## config.mk

```make
export PLATFORM = sky130hd
export DESIGN_NAME = imem_fetch_ctrl
export DESIGN_NICKNAME = d
export VERILOG_FILES = /design/src/rtl/imem_fetch_ctrl.sv
export SDC_FILE = /design/constraint.sdc
export NUM_CORES = 1
export LEC_CHECK = 0
export CAP_MARGIN = 20
export CORE_MARGIN = 2
export CORE_UTILIZATION = 32
export CTS_CLUSTER_DIAMETER = 40
export DETAILED_ROUTE_END_ITERATION = 16
export PLACE_DENSITY = 0.77
export SYNTH_ARGS = -nofsm -noshare
export SYNTH_HDL_FRONTEND = slang
export SYNTH_SLANG_ARGS = --single-unit
```

## constraint.sdc

```tcl
create_clock -name clk -period 1.4 [get_ports clk]
set_input_delay 0.14 -clock clk [delete_from_list [all_inputs] [get_ports clk]]
set_output_delay 0.14 -clock clk [all_outputs]
set_load 0.03 [all_outputs]
```

## src/rtl/imem_fetch_ctrl.sv

```systemverilog
// Instruction memory sequencer: boot-time LOAD of program words, then RUN-phase
// PC ownership with one fetch per cycle, stall hold and redirect bubbles.
module imem_fetch_ctrl #(
  parameter int unsigned DEPTH     = 1024,
  parameter logic [31:0] RESET_PC  = 32'h0000_0000,
  parameter logic [31:0] NOP       = 32'h0000_0013,
  parameter bit          SKIP_LOAD = 1'b0
) (
  input  logic        clk,
  input  logic        rst_n,
  input  logic        ld_valid,
  output logic        ld_ready,
  input  logic [31:0] ld_data,
  input  logic        ld_last,
  input  logic        stall,
  input  logic        redirect,
  input  logic [31:0] redirect_pc,
  output logic [31:0] mem_addr,
  output logic        mem_we,
  output logic [31:0] mem_wdata,
  input  logic [31:0] mem_rdata,
  output logic [31:0] if_pc,
  output logic [31:0] if_instr,
  output logic        if_valid,
  output logic        running
);

  localparam int unsigned AW = $clog2(DEPTH);
  localparam int unsigned BW = AW + 2;

  typedef enum logic {
    ST_LOAD = 1'b0,
    ST_RUN  = 1'b1
  } state_t;

  state_t          r_state;
  state_t          w_state_nxt;
  logic [AW-1:0]   r_wr_ptr;
  logic [AW-1:0]   w_wr_ptr_nxt;
  logic [BW-1:0]   r_pc;
  logic [BW-1:0]   w_pc_nxt;
  logic [BW-1:0]   r_if_pc;
  logic [BW-1:0]   w_if_pc_nxt;
  logic [31:0]     r_if_instr;
  logic [31:0]     w_if_instr_nxt;
  logic            r_if_valid;
  logic            w_if_valid_nxt;
  logic            w_unused;

  // PC is kept modulo DEPTH*4; address bits above that and the byte offset are dropped.
  assign w_unused = ^{redirect_pc[31:BW], redirect_pc[1:0]};

  // State and datapath registers.
  always_ff @(posedge clk) begin
    if (!rst_n) begin
      r_state    <= SKIP_LOAD ? ST_RUN : ST_LOAD;
      r_wr_ptr   <= '0;
      r_pc       <= BW'(RESET_PC);
      r_if_pc    <= '0;
      r_if_instr <= NOP;
      r_if_valid <= 1'b0;
    end else begin
      r_state    <= w_state_nxt;
      r_wr_ptr   <= w_wr_ptr_nxt;
      r_pc       <= w_pc_nxt;
      r_if_pc    <= w_if_pc_nxt;
      r_if_instr <= w_if_instr_nxt;
      r_if_valid <= w_if_valid_nxt;
    end
  end

  // Next-state, fetch decision and memory-port drive.
  always_comb begin
    w_state_nxt    = r_state;
    w_wr_ptr_nxt   = r_wr_ptr;
    w_pc_nxt       = r_pc;
    w_if_pc_nxt    = r_if_pc;
    w_if_instr_nxt = r_if_instr;
    w_if_valid_nxt = r_if_valid;
    ld_ready       = 1'b0;
    mem_we         = 1'b0;
    mem_wdata      = '0;
    mem_addr       = 32'(r_pc);

    unique case (r_state)
      ST_LOAD: begin
        ld_ready  = 1'b1;
        mem_addr  = 32'({r_wr_ptr, 2'b00});
        mem_wdata = ld_data;
        // A write in the reset cycle must not land in memory.
        mem_we    = ld_valid & rst_n;
        if (ld_valid) begin
          w_wr_ptr_nxt = r_wr_ptr + AW'(1);
          if (ld_last || (r_wr_ptr == AW'(DEPTH - 1))) begin
            w_state_nxt = ST_RUN;
          end
        end
      end
      ST_RUN: begin
        if (redirect) begin
          w_pc_nxt       = {redirect_pc[BW-1:2], 2'b00};
          w_if_pc_nxt    = r_pc;
          w_if_instr_nxt = NOP;
          w_if_valid_nxt = 1'b0;
        end else if (!stall) begin
          w_pc_nxt       = r_pc + BW'(4);
          w_if_pc_nxt    = r_pc;
          w_if_instr_nxt = mem_rdata;
          w_if_valid_nxt = 1'b1;
        end
      end
      default: begin
        w_state_nxt = ST_LOAD;
      end
    endcase
  end

  assign if_pc    = 32'(r_if_pc);
  assign if_instr = r_if_instr;
  assign if_valid = r_if_valid;
  assign running  = (r_state == ST_RUN);

endmodule

```

# After elaboration in Yosys (flattened, before gate mapping)

Cells that the tools add are included.

Equal/unequal tests: 2
Add/sub/neg operators: 2
Bitwise gates (word level): 2
Reductions and logical operators: 3
Mux-type cells: 15

Operator list:

| cell                                                             | count |
|---|---|
| 32-bit two-way mux                                               | 3 |
| 12-bit two-way mux                                               | 5 |
| 12-bit by 3-bit adder with 12-bit output (second input constant) | 1 |
| 10-bit by 1-bit adder with 10-bit output (second input constant) | 1 |
| 10-bit equality test (second input constant)                     | 1 |
| 1-bit two-way mux                                                | 7 |
| 2-bit AND reduction                                              | 2 |
| 2-bit by 1-bit != test with 1-bit output (second input constant) | 1 |
| 1-bit AND                                                        | 1 |
| 1-bit logical OR                                                 | 1 |
| 1-bit NOT                                                        | 1 |

Input port bits: 102
Flip-flop bits (word level): 68

# Longest topological paths before layout

Depth in word-level cells: 5
Gate-level depth with buffers: 6

# Worst setup path before layout

OpenSTA, ideal clock, no wires.

Path type: reg2out
Start: register r_state, in the netlist running
End: output mem_addr[11]
Path slack: -265 ps
Stages on the path, launching flop included: 5
Data arrival time: 1525 ps
Path buffers: 3
Path through: dfxtp_1 > buf_6 > clkbuf_1 > buf_2 > mux2_2

Cells in the longest elaborated chain, start to end: 1

Ends and longest elaborated chain:

| element                | line | text |
|---|---|---|
| from (decl)            | 36   | `state_t r_state;` |
| from (signal assigned) | 56   | `r_state <= SKIP_LOAD ? ST_RUN : ST_LOAD;` |
| from (signal assigned) | 63   | `r_state <= w_state_nxt;` |
| 12-bit two-way mux     | 85   | `unique case (r_state)` |
| to (decl)              | 18   | `output logic [31:0] mem_addr,` |

No other way between the ends.

# Worst setup path in the final report

Start: register r_state, in the netlist running
End: output mem_wdata[18]

Cells in the longest elaborated chain, start to end: 1

Ends and longest elaborated chain:

| element            | line | text |
|---|---|---|
| 32-bit two-way mux | 85   |  |
| to (decl)          | 20   | `output logic [31:0] mem_wdata,` |

No other way between the ends.

==> results summary <==
The flop and latch count out of synthesis is 64. The total of endpoints with negative setup slack in the final report is 54. The critical path goes through buf_12 > clkbuf_16 > nor2b_2 > buf_6. In this run switching power makes up 30.9% of total power. After synthesis, flip-flops and latches occupy 37.5% of the total area. The kind of cell with the highest combined delay along the critical path is buffers and inverters.

For the worst setup path, the data required time is 1.26 ns. The floorplan step defined a die boundary enclosing 11500 µm². The critical path buffer and inverter count came out at 3. The vertical die dimension came out at 107 µm. The post-detailed-placement half-perimeter wirelength is 7.84 mm. The clock group share of total power is 31.8%. The sequential share of power is 39.1%. The global-route wire length before repair came out at 16.6 mm. The critical path is of the reg -> out type. For this design the static power due to leakage is 2.74 nW.

The register-to-register setup slack is -0.05 ns. The sum of routed wire length over all layers is 11.5 mm. The fill cell instance count of the final layout is 894.

The number of top-level pins came out at 234. By area the synthesized netlist is led by dfxtp_1 (37%), buf_4 (9.7%), and4_1 (7.9%), a21oi_1 (6.7%), nor2b_1 (6.2%). Summed over all instances, the cell type with the most area after synthesis is dfxtp_1. The number of cell instances on the worst register-to-register path is 5. Among all flip-flop cells after synthesis, the most frequent one is dfxtp_1. The final-report hold violation count came out at 0. The post-synthesis to final-layout area growth came out at 75.1%. Max-cap violations in this run came to 0. The via count came out at 3657. The TritonCTS clock tree is done. The layout cell share with drive strength beyond 1 is 29.4%. The number of distinct library cells after synthesis came out at 42. The x dimension of the die came out at 107 µm. The via count of the first global-routing pass came out at 3503. At the later pin of the worst-skew pair, clock insertion delay measures 0.33 ns.

The critical path's slowest cell is dfxtp_4. During synthesis, Yosys emitted a total of 0 warnings. The post-layout instance area came out at 5990 µm². The number of buffers added to fix hold violations after cts came out at 0. The clock-pin slew on the worst setup and hold paths came out at 0.07 ns. The placement-stage cell area is 5200 µm².

The mean number of vias per cell is 4.84. The worst setup path is captured at an output pin. The initial core utilization is 33.0%. The setup slack after layout came out at -0.110 ns. The congestion estimate from routability-driven global placement came to 0.856. On the final layout, the worst clock skew is 0.00830 ns. The maximum operating frequency is 662 MHz. The total iterations of the first detailed-routing run is 4. The CTS root buffer is clkbuf_8. The post-detailed-route count of antenna-violating nets came out at 0. The power per standard cell area is 813 nW/µm². The post-layout instance count excluding filler cells came out at 755. The number of clock sinks is 64. The routed wire length per instance came out at 15.3 µm.

The count of mapped cells out of synthesis came out at 423. The number of placed instances, taps included is 729. After synthesis, the most frequently instantiated cells are dfxtp_1 (64), nor2_1 (47), a21oi_1 (46), buf_4 (44), nand2_1 (36).

The number of buffer cells added on primary ports came out at 167. The total DRC errors in the routed layout came out at 0. TritonCTS created 9 clock buffers. The final worst hold slack came out at 0.454 ns. The total inserted antenna cells is 0. The number of enable flip-flop cells after synthesis is 0. Combinational cells account for 29.1% of the total power. The global-route total usage across every layer came out at 18.2%.

On the worst path, the slowest cell contributes a delay of 0.39 ns. The capturing instance or port of the critical path is mem_wdata[18]. The most critical setup path has its startpoint at running.

For this block, the initial DRC count from the detailed router was 132. The critical path data arrival time came out at 1.37 ns. The maximum resistive drop on vdd is 0.000430 V. The count of nets after finishing came out at 719. Setup repair after global routing could not meet its margin everywhere. The fraction of post-synthesis cell area in the top cell type by area came out at 37.5%. STA classifies the critical path startpoint as a flip-flop. The average cell area after synthesis is 8.08 µm².

The maximum number of pins on one net before global-route repair is 32. The maximum count of clock buffers along a single path came out at 2. The floorplan has 37 rows. The cell count along the critical path is 4. Summing every instance area after synthesis gives 3420 µm².

The startpoint identified for the worst register-to-register timing path is running. The internal power is 0.00336 W. The final reports fail on setup timing.

The core footprint is 10400 µm². The number of max-slew violations in the final report came out at 0. The min-delay analysis places its worst path in the category reg -> reg. The sum of overflow across all layers after global routing came out at 0. Of all nets on the critical path, the largest fanout is 12.

The net switching component of the power is 0.00150 W. The number of antenna violations at the first check in global routing is 0. The area of the multi-input gates is 2150 µm². The count of H-tree levels built during CTS is 3. The capture instance of the worst register-to-register path is r_wr_ptr[9]. Counting I/O delays and the setup requirement, the final critical path takes 1.51 ns. The area of all sequential standard cells is 1290 µm². Yosys instantiated no cell more often than dfxtp_1. The run finished, with violations left. The proportion of synthesized flip-flops having asynchronous set or reset came out at 0%. The final critical-path share of the clock period came out at 108%.
## worst min-delay path by stage
stage               cells after the start            from     endpoint  slack, ns
floorplan                               1        ld_valid      running       0.28
global placement                        2      r_if_pc[4]   r_if_pc[4]       0.44
detailed placement                      2      r_if_pc[8]   r_if_pc[8]       0.45
CTS                                     3  redirect_pc[7]      r_pc[7]       0.43
global route                            3    mem_rdata[0]  if_instr[0]       0.45
finish                                  2      r_if_pc[6]   r_if_pc[6]       0.45
## metrics by stage
step	power (W)	setup TNS, ns	setup slack (ns)	utilization, %
2_1_floorplan	0.00269	-1.15	-0.0477	-
3_3_place_gp	0.00311	-8.87	-0.190	50.1
3_5_place_dp	0.00312	-11.91	-0.278	50.1
4_1_cts	0.00473	-3.72	-0.117	53.2
5_1_grt	0.00506	-5.90	-0.164	57.7
6_report	0.00487	-2.93	-0.110	57.7
## worst min-delay path, cell delays in order (launching register included)
cell     delay (ns)
dfxtp_1        0.31
nand2_1        0.05
a21oi_1        0.05
## cell type report
class	instances	area share, %
timing repair buffer	215	36.2
multi-input combinational	321	36.0
sequential	64	21.6
tap	136	2.84
clock buffer	11	2.36
clock inverter	4	0.753
inverter	4	0.334
## power by group through the flow
stage | sequential, W | combinational [W] | clock [W]
floorplan | 0.00198 | 0.000706 | 0
global placement | 0.00194 | 0.00117 | 0
detailed placement | 0.00194 | 0.00118 | 0
CTS | 0.00190 | 0.00125 | 0.00158
global route | 0.00191 | 0.00149 | 0.00166
finish | 0.00190 | 0.00141 | 0.00155
## layer usage
layer | global-route usage, % | part of all wire (%)
met1 | 21.4 | 38
met2 | 32.6 | 53
met3 | 3.45 | 7.0
met4 | 7.14 | 1.7
met5 | 0 | 0
## cells by family after synthesis
kind of cell,count (synthesis),share of synthesized area (%)
fa+ha+maj,2,0.732
xor+xnor,8,2.05
simple gates,178,28.7
buf+inv,81,14.3
flops,64,37.5
other cells,1,0.110
mux,14,4.50
compound gates,75,12.2
## timing repair
item / 4_1_cts / 5_1_grt
setup endpoints to repair: 107 / 75
pin swaps: 2 / 14
setup buffers: 4 / 2
gates cloned: 1 / 4
resized for setup: 109 / 99
hold endpoints to repair: 0 / 0
## placed cells by master, fill, tap and decap left out, drive strengths merged, types with 31 or more instances in the layout
| cell type | instances |
|---|---|
| dfxtp | 64 |
| nand2 | 37 |
| clkdlybuf4s50 | 79 |
| nor2b | 34 |
| and4 | 31 |
| nor2 | 47 |
| dlygate4sd2 | 43 |
| conb | 44 |
| a21oi | 47 |
| buf | 90 |
## flip-flops by register name (all words and copies together), names as in the netlist
register  flops
if_instr     32
if_valid      1
r_if_pc      10
r_pc         10
r_wr_ptr     10
running       1
Note: power is estimated with default switching activity, not from simulation.
==> patch, RTL diff (config.mk and constraints unchanged) <==
Set the parameter `DEPTH` to 2048 (it was 1024).
--- a/src/rtl/imem_fetch_ctrl.sv
+++ b/src/rtl/imem_fetch_ctrl.sv
@@ -3,3 +3,3 @@
 module imem_fetch_ctrl #(
-  parameter int unsigned DEPTH     = 1024,
+  parameter int unsigned DEPTH     = 2048,
   parameter logic [31:0] RESET_PC  = 32'h0000_0000,
Formal check against the unedited RTL: not equivalent (Yosys sat finds a counterexample within 4 cycles, from zero or initial values and one cycle with rst_n low).
==> patch against the original RTL <==
The run still ends with negative setup slack left. Global-route usage shrank 0.70 points. Total power is 3.5% lower. Sequential cell count rose by 3. Utilization is 4.0 points lower. Clock power down 12%. Register-to-register slack gained 0.05 ns. Cell area is 3.6% lower. Clock skew shrank 0.00098 ns. Routed wire length down 6.1%. Critical path depth decreased by 1. Area after synthesis increased by 1.9%. Sequential power rose by 5%. Setup slack better by 0.0055 ns. Critical endpoint is now mem_addr[9]. Largest cell class is now multi-input gates.
==> patch: results (changes against the original RTL) <==
stage,metric,value,unit,change
worst_setup_path,crit_end,mem_addr[9],,
placed_design,hpwl,7980,um,+1.8%
worst_hold_path,hold_end,if_instr[0]$_SDFFE_PN1P_,,
detailed_routing,wl_met1,4200,um,-5.1%
worst_setup_path,crit_path_start,running$_SDFF_PN0_,,
worst_setup_path,r2r_setup_slack,0,ns,+0.05 ns
final_layout,stdcell_count,739,,-2.1%
placed_design,dpl-instance-area,0.00528,mm2,+1.6%
global_routing,use_met2,31.0,%,-1.6 points
timing,fin_tns_setup,-2.42,ns,+0.514 ns
power,pg_comb,1.33,mW,-6%
worst_hold_path,hp-start,rst_n,,
synthesis,synth_top_cells_by_count,"67 x dfxtp_1, 48 x buf_4, 40 x nor2_1",,
power,p_leak,2.56,nW,-6.6%
timing,finClkSkew,0.00731,ns,-0.000982 ns
cts,ctsResizeCount,78,,-28%
synthesis,ys_seq_area_share,38.5,%,+1.0 points
power,pwr-share-seq,42.6,%,+3.5 points
synthesis,synth_cell_types,52,,+24%
final_layout,fillers,987,,+10%
power,max-vdd-ir-drop,412,uV,-4.1%
timing,setup_viol,44,,-19%
worst_setup_path,regToRegEndpoint,r_pc[7]$_SDFFE_PN0P_,,
detailed_routing,viasPerCell,4.68,,-3.5%
synthesis,avgSynthCellArea,8.64,um2,+7.0%
worst_setup_path,cp_top_family,flip-flops,,
final_layout,finalNetCount,698,,-2.9%
global_routing,grt_pass1_wl,15900,um,-4.2%
global_routing,grt_util_all_layers,17.5,%,-0.70 points
worst_setup_path,reg2reg_from,r_pc[2]$_SDFFE_PN0P_,,
worst_setup_path,cpPeakStageDelay,0.42,ns,+0.03 ns
global_routing,grt_max_degree,31,,-3.1%
worst_setup_path,path_max_fanout,7,,-5
cts,clock_path_buffers,2,,unchanged
synthesis,synth_area_leaders,"dfxtp_1 39%, buf_4 10%, nor2b_1 6.1%",,
global_routing,grt_pass1_vias,3263,,-6.9%
timing,fin_hold_ws,0.410,ns,-0.0441 ns
worst_setup_path,worstRegToRegCells,5,,unchanged
final_layout,drive_gt1_share,29.5,%,+0.15 points
worst_hold_path,hp-class,in -> reg,,
global_routing,antenna_found_initial,0,,unchanged
status,status,finished with violations,,
timing,fin_ws,-0.104,ns,+0.00553 ns
placed_design,place_inst,719,,-1.4%
power,combinationalPowerShare,28.4,%,-0.7 points
cts,h-tree-depth,3,,unchanged
global_routing,grtUsageMet3,5.73,%,+2.3 points
status,violations,negative setup slack,,
placed_design,gp_congestion,0.880,,+2.8%
detailed_routing,wl_per_cell,14.7,um,-4.1%
detailed_routing,drt-initial-drc-count,253,,+92%
placed_design,io_buffers,170,,+1.8%
detailed_routing,routed-wl-met2,5610,um,-8.0%
power,internal-power,3.19,mW,-5.2%
global_routing,met1_usage,19.9,%,-1.5 points
detailed_routing,met3_length,886,um,+9.1%
placed_design,dpl_worst_slack,-0.215,ns,+0.0623 ns
==> patch: changes by cell type in the layout (fill, tap and decap cells not counted), moves of 10 or more <==
cell     change
a21oi_1     -17
a22oi_1     +18
a22oi_2     +10
and4_1      -30
buf_6       -14
nand2_1     +11
nor2_2      +10
==> patch: final cells by class <==
cell class / count / area (um2) / share of cell area, %
clock buffers: 11 / 131 / 2.28
repair buffers: 208 / 2020 / 35.0
multi-input cells: 302 / 2040 / 35.3
well taps: 140 / 175 / 3.03
inverters: 6 / 25.0 / 0.434
flip-flops and latches: 67 / 1350 / 23.4
clock inverters: 5 / 30.0 / 0.520
==> patch: cells by family (layout without fill, tap and decap cells) <==
kind of cell,Yosys count,count (layout),share of synthesized area (%)
AO/OA/AOI/OAI,77,77,16.1
XOR/XNOR,9,9,2.26
adder cells (fa/ha/maj),2,2,0.718
buffers and inverters,75,230,14.3
flip-flops,67,67,38.5
multiplexers,12,12,3.81
other,1,42,0.108
AND/OR/NAND/NOR,160,160,24.2
